File: src/rtl/mem_arbiter.sv
// Two-port to one-port memory arbiter: data accesses have strict priority over instruction
// fetches, at most one bus transaction is in flight, and a bounded wait counter turns a
// missing acknowledge into a one-cycle error pulse plus a zero-data completion.
module mem_arbiter #(
  parameter int unsigned WAIT_MAX = 15
) (
  input  logic        clk,
  input  logic        rst,

  // Instruction fetch port
  input  logic        if_ce_i,
  input  logic [31:0] if_addr_i,
  output logic [31:0] if_data_o,
  output logic        if_ready_o,

  // Data port
  input  logic        mem_ce_i,
  input  logic        mem_we_i,
  input  logic [3:0]  mem_sel_i,
  input  logic [31:0] mem_addr_i,
  input  logic [31:0] mem_data_i,
  output logic [31:0] mem_data_o,
  output logic        mem_ready_o,

  // Shared memory bus
  output logic        bus_req_o,
  output logic        bus_we_o,
  output logic [3:0]  bus_sel_o,
  output logic [31:0] bus_addr_o,
  output logic [31:0] bus_wdata_o,
  input  logic [31:0] bus_rdata_i,
  input  logic        bus_ack_i,

  output logic        stall_o,
  output logic        bus_err_o
);

  localparam logic [7:0] WaitMax = 8'(WAIT_MAX);

  typedef enum logic [1:0] {
    StIdle,
    StDataWait,
    StInstWait
  } state_e;

  state_e      state_q, state_d;
  logic [7:0]  cnt_q, cnt_d;
  logic        if_done_q, if_done_d;
  logic        mem_done_q, mem_done_d;
  logic [31:0] if_data_q, if_data_d;
  logic [31:0] mem_data_q, mem_data_d;
  logic        bus_req_q, bus_req_d;
  logic        bus_we_q, bus_we_d;
  logic [3:0]  bus_sel_q, bus_sel_d;
  logic [31:0] bus_addr_q, bus_addr_d;
  logic [31:0] bus_wdata_q, bus_wdata_d;
  logic        bus_err_q, bus_err_d;

  logic        mem_pend, if_pend;
  logic        mem_set, if_set;

  assign mem_pend = mem_ce_i & ~mem_done_q;
  assign if_pend  = if_ce_i & ~if_done_q;
  assign stall_o  = mem_pend | if_pend;

  // Next-state logic: grant, completion, timeout and done-flag bookkeeping
  always_comb begin
    state_d     = state_q;
    cnt_d       = cnt_q;
    if_data_d   = if_data_q;
    mem_data_d  = mem_data_q;
    bus_req_d   = bus_req_q;
    bus_we_d    = bus_we_q;
    bus_sel_d   = bus_sel_q;
    bus_addr_d  = bus_addr_q;
    bus_wdata_d = bus_wdata_q;
    bus_err_d   = 1'b0;
    mem_set     = 1'b0;
    if_set      = 1'b0;

    unique case (state_q)
      StIdle: begin
        // Ack strobes arriving here belong to no transaction and are dropped.
        if (mem_pend) begin
          state_d     = StDataWait;
          cnt_d       = 8'd0;
          bus_req_d   = 1'b1;
          bus_addr_d  = mem_addr_i;
          bus_we_d    = mem_we_i;
          bus_sel_d   = mem_sel_i;
          bus_wdata_d = mem_data_i;
        end else if (if_pend) begin
          state_d     = StInstWait;
          cnt_d       = 8'd0;
          bus_req_d   = 1'b1;
          bus_addr_d  = if_addr_i;
          bus_we_d    = 1'b0;
          bus_sel_d   = 4'b1111;
          bus_wdata_d = 32'h0;
        end else begin
          bus_req_d = 1'b0;
        end
      end

      StDataWait: begin
        if (bus_ack_i) begin
          state_d   = StIdle;
          bus_req_d = 1'b0;
          mem_set   = 1'b1;
          // Stores leave the load-data register untouched.
          if (!bus_we_q) mem_data_d = bus_rdata_i;
        end else if (cnt_q == WaitMax) begin
          state_d    = StIdle;
          bus_req_d  = 1'b0;
          bus_err_d  = 1'b1;
          mem_set    = 1'b1;
          mem_data_d = 32'h0;
        end else if (cnt_q != 8'hff) begin
          cnt_d = cnt_q + 8'd1;
        end
      end

      StInstWait: begin
        if (bus_ack_i) begin
          state_d   = StIdle;
          bus_req_d = 1'b0;
          if_set    = 1'b1;
          if_data_d = bus_rdata_i;
        end else if (cnt_q == WaitMax) begin
          state_d   = StIdle;
          bus_req_d = 1'b0;
          bus_err_d = 1'b1;
          if_set    = 1'b1;
          if_data_d = 32'h0;
        end else if (cnt_q != 8'hff) begin
          cnt_d = cnt_q + 8'd1;
        end
      end

      default: begin
        state_d   = StIdle;
        bus_req_d = 1'b0;
      end
    endcase

    // Done flags hold until the pipeline advances (stall low); a same-edge set wins.
    if (mem_set)       mem_done_d = 1'b1;
    else if (!stall_o) mem_done_d = 1'b0;
    else               mem_done_d = mem_done_q;

    if (if_set)        if_done_d = 1'b1;
    else if (!stall_o) if_done_d = 1'b0;
    else               if_done_d = if_done_q;
  end

  // State and registered outputs, synchronous active-high reset
  always_ff @(posedge clk) begin
    if (rst) begin
      state_q     <= StIdle;
      cnt_q       <= 8'd0;
      if_done_q   <= 1'b0;
      mem_done_q  <= 1'b0;
      if_data_q   <= 32'h0;
      mem_data_q  <= 32'h0;
      bus_req_q   <= 1'b0;
      bus_we_q    <= 1'b0;
      bus_sel_q   <= 4'h0;
      bus_addr_q  <= 32'h0;
      bus_wdata_q <= 32'h0;
      bus_err_q   <= 1'b0;
    end else begin
      state_q     <= state_d;
      cnt_q       <= cnt_d;
      if_done_q   <= if_done_d;
      mem_done_q  <= mem_done_d;
      if_data_q   <= if_data_d;
      mem_data_q  <= mem_data_d;
      bus_req_q   <= bus_req_d;
      bus_we_q    <= bus_we_d;
      bus_sel_q   <= bus_sel_d;
      bus_addr_q  <= bus_addr_d;
      bus_wdata_q <= bus_wdata_d;
      bus_err_q   <= bus_err_d;
    end
  end

  assign if_data_o   = if_data_q;
  assign if_ready_o  = if_done_q;
  assign mem_data_o  = mem_data_q;
  assign mem_ready_o = mem_done_q;
  assign bus_req_o   = bus_req_q;
  assign bus_we_o    = bus_we_q;
  assign bus_sel_o   = bus_sel_q;
  assign bus_addr_o  = bus_addr_q;
  assign bus_wdata_o = bus_wdata_q;
  assign bus_err_o   = bus_err_q;

endmodule
File: config.mk
export PLATFORM = sky130hd
export DESIGN_NAME = mem_arbiter
export DESIGN_NICKNAME = d
export VERILOG_FILES = /design/src/rtl/mem_arbiter.sv
export SDC_FILE = /design/constraint.sdc
export NUM_CORES = 1
export LEC_CHECK = 0
export CAP_MARGIN = 10
export CELL_PAD_IN_SITES_DETAIL_PLACEMENT = 1
export CELL_PAD_IN_SITES_GLOBAL_PLACEMENT = 2
export CORE_MARGIN = 5
export CORE_UTILIZATION = 22
export DETAILED_ROUTE_END_ITERATION = 7
export PLACE_DENSITY_LB_ADDON = 0.05
export SLEW_MARGIN = 0
export SYNTH_ARGS = -nofsm -noshare
export SYNTH_HDL_FRONTEND = slang
export SYNTH_SLANG_ARGS = --single-unit
export TNS_END_PERCENT = 1
File: constraint.sdc
create_clock -name clk -period 2.1 [get_ports clk]
set_input_delay 0.21 -clock clk [delete_from_list [all_inputs] [get_ports clk]]
set_output_delay 0.21 -clock clk [all_outputs]
set_load 0.01 [all_outputs]
==> summary.json <==
{
  "final_layout": {
    "design.final.nets": 1102,
    "flow.area_growth_from_synthesis_pct": 64.45,
    "layout_common_cells": "sky130_fd_sc_hd__clkdlybuf4s50_1, sky130_fd_sc_hd__dfxtp_1, sky130_fd_sc_hd__nand2_1",
    "fillerInstances": 3032,
    "layout.cells.most_common": "sky130_fd_sc_hd__clkdlybuf4s50_1",
    "post_route_cells_drive_above_1_share_pct": 7.297
  },
  "placed_design": {
    "placer_congestion": 0.7537,
    "dp.final_hpwl_mm": 17.89,
    "port_buffers": 275
  },
  "floorplanning": {
    "io-pin-count": 276,
    "chipWidth_um": 173.3,
    "fp.coreArea_um2": 26130,
    "initial_utilization_pct": 22.44,
    "site_rows": 59,
    "die_h_um": 173.3,
    "design.die.area_um2": 30020
  },
  "route": {
    "vias": 6282,
    "drc_errors": 0,
    "avgViaCountPerCell": 4.799,
    "drt.antenna.violating_nets": 0,
    "detail_route.wirelength_mm": 24.69,
    "post_detailed_route_wirelength_per_cell_um": 18.86,
    "drt_pre_antenna_iters": 4,
    "drt_iter0_markers": 284
  },
  "pwr": {
    "power_leakage_nw": 3.416,
    "p_seq_share_pct": 39.0,
    "peakVddDrop_mv": 0.3628,
    "combPwrFrac_pct": 22.8,
    "p_int_mw": 5.605,
    "pwr-share-clk_pct": 38.1,
    "total_switching_power_mw": 2.382,
    "power.switching_fraction_pct": 29.82,
    "cellPowerDensity_nw_per_um2": 828.4
  },
  "cts": {
    "cts.htree.levels": 4,
    "cts.reportedPaths.clkPinSlew_ns": 0.07,
    "cts-root-to-sink-buffers": 2,
    "post_cts.repair.setup_buffers": 0,
    "postCtsResizedCells": 0,
    "clock_latency_ns": 0.42,
    "tritoncts_num_sinks": 147,
    "tritoncts_clock_tree": "done",
    "holdBufCountCts": 0,
    "clock-root-buffer": "sky130_fd_sc_hd__clkbuf_16",
    "tritoncts.num_buffers": 17
  },
  "sta": {
    "hold_slack_ns": 0.2781,
    "period_minus_slack_ns": 1.924,
    "clock_skew_ns": 0.01634,
    "layout_worst_path_cycle_share_pct": 91.61,
    "final-hold-violation-count": 0,
    "setup_tns_ns": 0,
    "maxSlewHeadroom_pct": 58.34,
    "max_slew.worst_pin.slew_ns": 0.6249,
    "finalMaxSlewViolations": 0,
    "finalSetupViolations": 0,
    "fmax_ghz": 0.5198,
    "grt_setup_unrepaired": "no"
  },
  "setup_path": {
    "cp_top_family": "simple AND/OR/NAND/NOR gates",
    "max_stage_delay_ns": 0.46,
    "worst_path_fanout_max": 4,
    "path_class": "reg2reg",
    "critical_path_arrival_ns": 2.19,
    "crit_slowest_cell": "sky130_fd_sc_hd__nor3_1",
    "r2r-end": "cnt_q[6]",
    "worst_r2r_path_depth": 6,
    "critPathCaptureType": "flip-flop",
    "crit-reg2reg-launch": "state_q[0]",
    "timing.critical_path.cells": "inv_1 > ha_1 > nor2b_1 > a211oi_2 > nor3_1 > a311oi_1",
    "worst_endpoint_required_time_ns": 2.37,
    "setup.worst_path.start_class": "flip-flop",
    "rrSetupSlack_ns": 0.18,
    "crit_buf_inv": 1
  },
  "synth": {
    "async_flop_share_pct": 0,
    "synth.top_cell.area_share_pct": 50.19,
    "synth.top_cells.by_area": "sky130_fd_sc_hd__dfxtp_1, sky130_fd_sc_hd__nand2_1, sky130_fd_sc_hd__a21oi_1",
    "syn_nets": 846,
    "yosysWarningCount": 0,
    "syn-cell-area_um2": 5863,
    "count_of_flip_flops_with_a_built_in_enable_after_synthesis": 0,
    "seq_area_frac_synth_pct": 50.19,
    "synthesis.area_per_instance_um2": 8.328,
    "synth_top_cell_by_area": "sky130_fd_sc_hd__dfxtp_1",
    "netlist-cell-type-count": 37,
    "synth_ff_type": "sky130_fd_sc_hd__dfxtp_1",
    "syn_inst": 704,
    "synth-seq-cells": 147
  },
  "global_route": {
    "grt_first_pass_wirelength_mm": 38.98,
    "initial_antenna_violation_count": 1,
    "globalRoute.totalOverflow": 0,
    "groute.usage.overall_pct": 16.02,
    "grt_start_max_net_pins": 53,
    "grt_pass1_vias": 6721
  },
  "min_path": {
    "worst_hold_path.num_cells": 3,
    "min-delay-path-class": "in2reg",
    "hold_start": "bus_ack_i",
    "hold_path_end": "mem_data_o[29]"
  },
  "status": {
    "outcome": "completed"
  },
  "job": {
    "drv.max_cap_violation_count": 0
  }
}
-- metal layers --
metal | vias up | wire, µm | GRT usage, %
met2 | 200 | 11570 | 26.35
li1 | 3042 | - | -
met5 | - | 0 | 0
met3 | 25 | 1395 | 4.275
met4 | 0 | 457 | 5.088
met1 | 3015 | 11260 | 20.57
-- cell families (layout without fill, tap and decap cells) --
group           count (synthesis)  after routing  synth area share [%]
mux                             1              1                0.1707
flops                         147            147                 50.19
buf+inv                        72            341                 5.442
fa+ha+maj                       4              4                0.8536
simple gates                  248            248                 18.63
compound gates                232            232                 24.71
other cells                     0              1                     0
-- metrics by stage --
step | instance area, µm² | std cells | setup slack [ns] | total power, mW | util, %
finish | 9642 | 1309 | 0.1762 | 7.987 | 36.90
detailed placement | 9057 | 1276 | 0.1892 | 5.030 | 34.66
CTS | 9639 | 1308 | 0.1717 | 8.137 | 36.89
global placement | 9057 | 1276 | 0.2890 | 4.979 | 34.66
global route | 9642 | 1309 | 0.03841 | 8.396 | 36.90
floorplan | 5863 | 704 | 0.2534 | 3.960 | -
-- sequential cells by signal, indices dropped and copies added, names as in the netlist --
| signal | cells |
|---|---|
| cnt_q | 8 |
| bus_addr_o | 32 |
| bus_sel_o | 4 |
| if_data_o | 32 |
| if_ready_o | 1 |
| mem_data_o | 32 |
| bus_wdata_o | 32 |
| state_q | 2 |
| mem_ready_o | 1 |
| bus_we_o | 1 |
| bus_err_o | 1 |
| bus_req_o | 1 |
-- synthesized netlist by cell type, drive strengths merged, types with 4 or more instances --
master    n
a311oi   36
nand2   103
dfxtp   147
a21oi    74
nand4    33
o21ai    72
nor3      6
ha        4
nor2     78
and3      4
buf      16
a22oi    33
nand2b    6
inv       4
clkbuf   52
nand3     5
a31oi     4
nor2b     6
-- power by group through the flow --
stage	registers (mW)	logic, mW	clock network [mW]
2_1_floorplan	3.26	0.697	0
3_3_place_gp	3.17	1.81	0
3_5_place_dp	3.18	1.85	0
4_1_cts	3.12	1.86	3.16
5_1_grt	3.15	1.99	3.27
6_report	3.12	1.82	3.05
-- worst min-delay path: stages --
cell and delay [ns]:
sky130_fd_sc_hd__buf_2 0.25, sky130_fd_sc_hd__nand4_1 0.13, sky130_fd_sc_hd__a21oi_1 0.06
-- layout make-up --
cell class,count,area [µm²],share of cell area (%)
Antenna cell,1,2.502,0.02595
Clock buffer,19,442.9,4.594
Clock inverter,13,138.9,1.440
Inverter,4,15.01,0.1557
Multi-Input combinational cell,485,2623,27.20
Sequential cell,147,2943,30.52
Tap cell,335,419.2,4.347
Timing Repair Buffer,305,3058,31.72
-- worst max path at each step --
| stage | endpoint | depth (start not counted) | slack [ns] | start |
|---|---|---|---|---|
| after floorplan | mem_data_o[13] | 7 | 0.25 | cnt_q[4] |
| after detailed placement | bus_addr_o[16] | 7 | 0.19 | mem_ce_i |
| after CTS | cnt_q[6] | 6 | 0.17 | state_q[0] |
| after global placement | cnt_q[7] | 6 | 0.29 | state_q[0] |
| final | cnt_q[6] | 6 | 0.18 | state_q[0] |
| after global routing | cnt_q[5] | 6 | 0.04 | state_q[0] |
No activity file was read; power rests on OpenSTA's default activity.
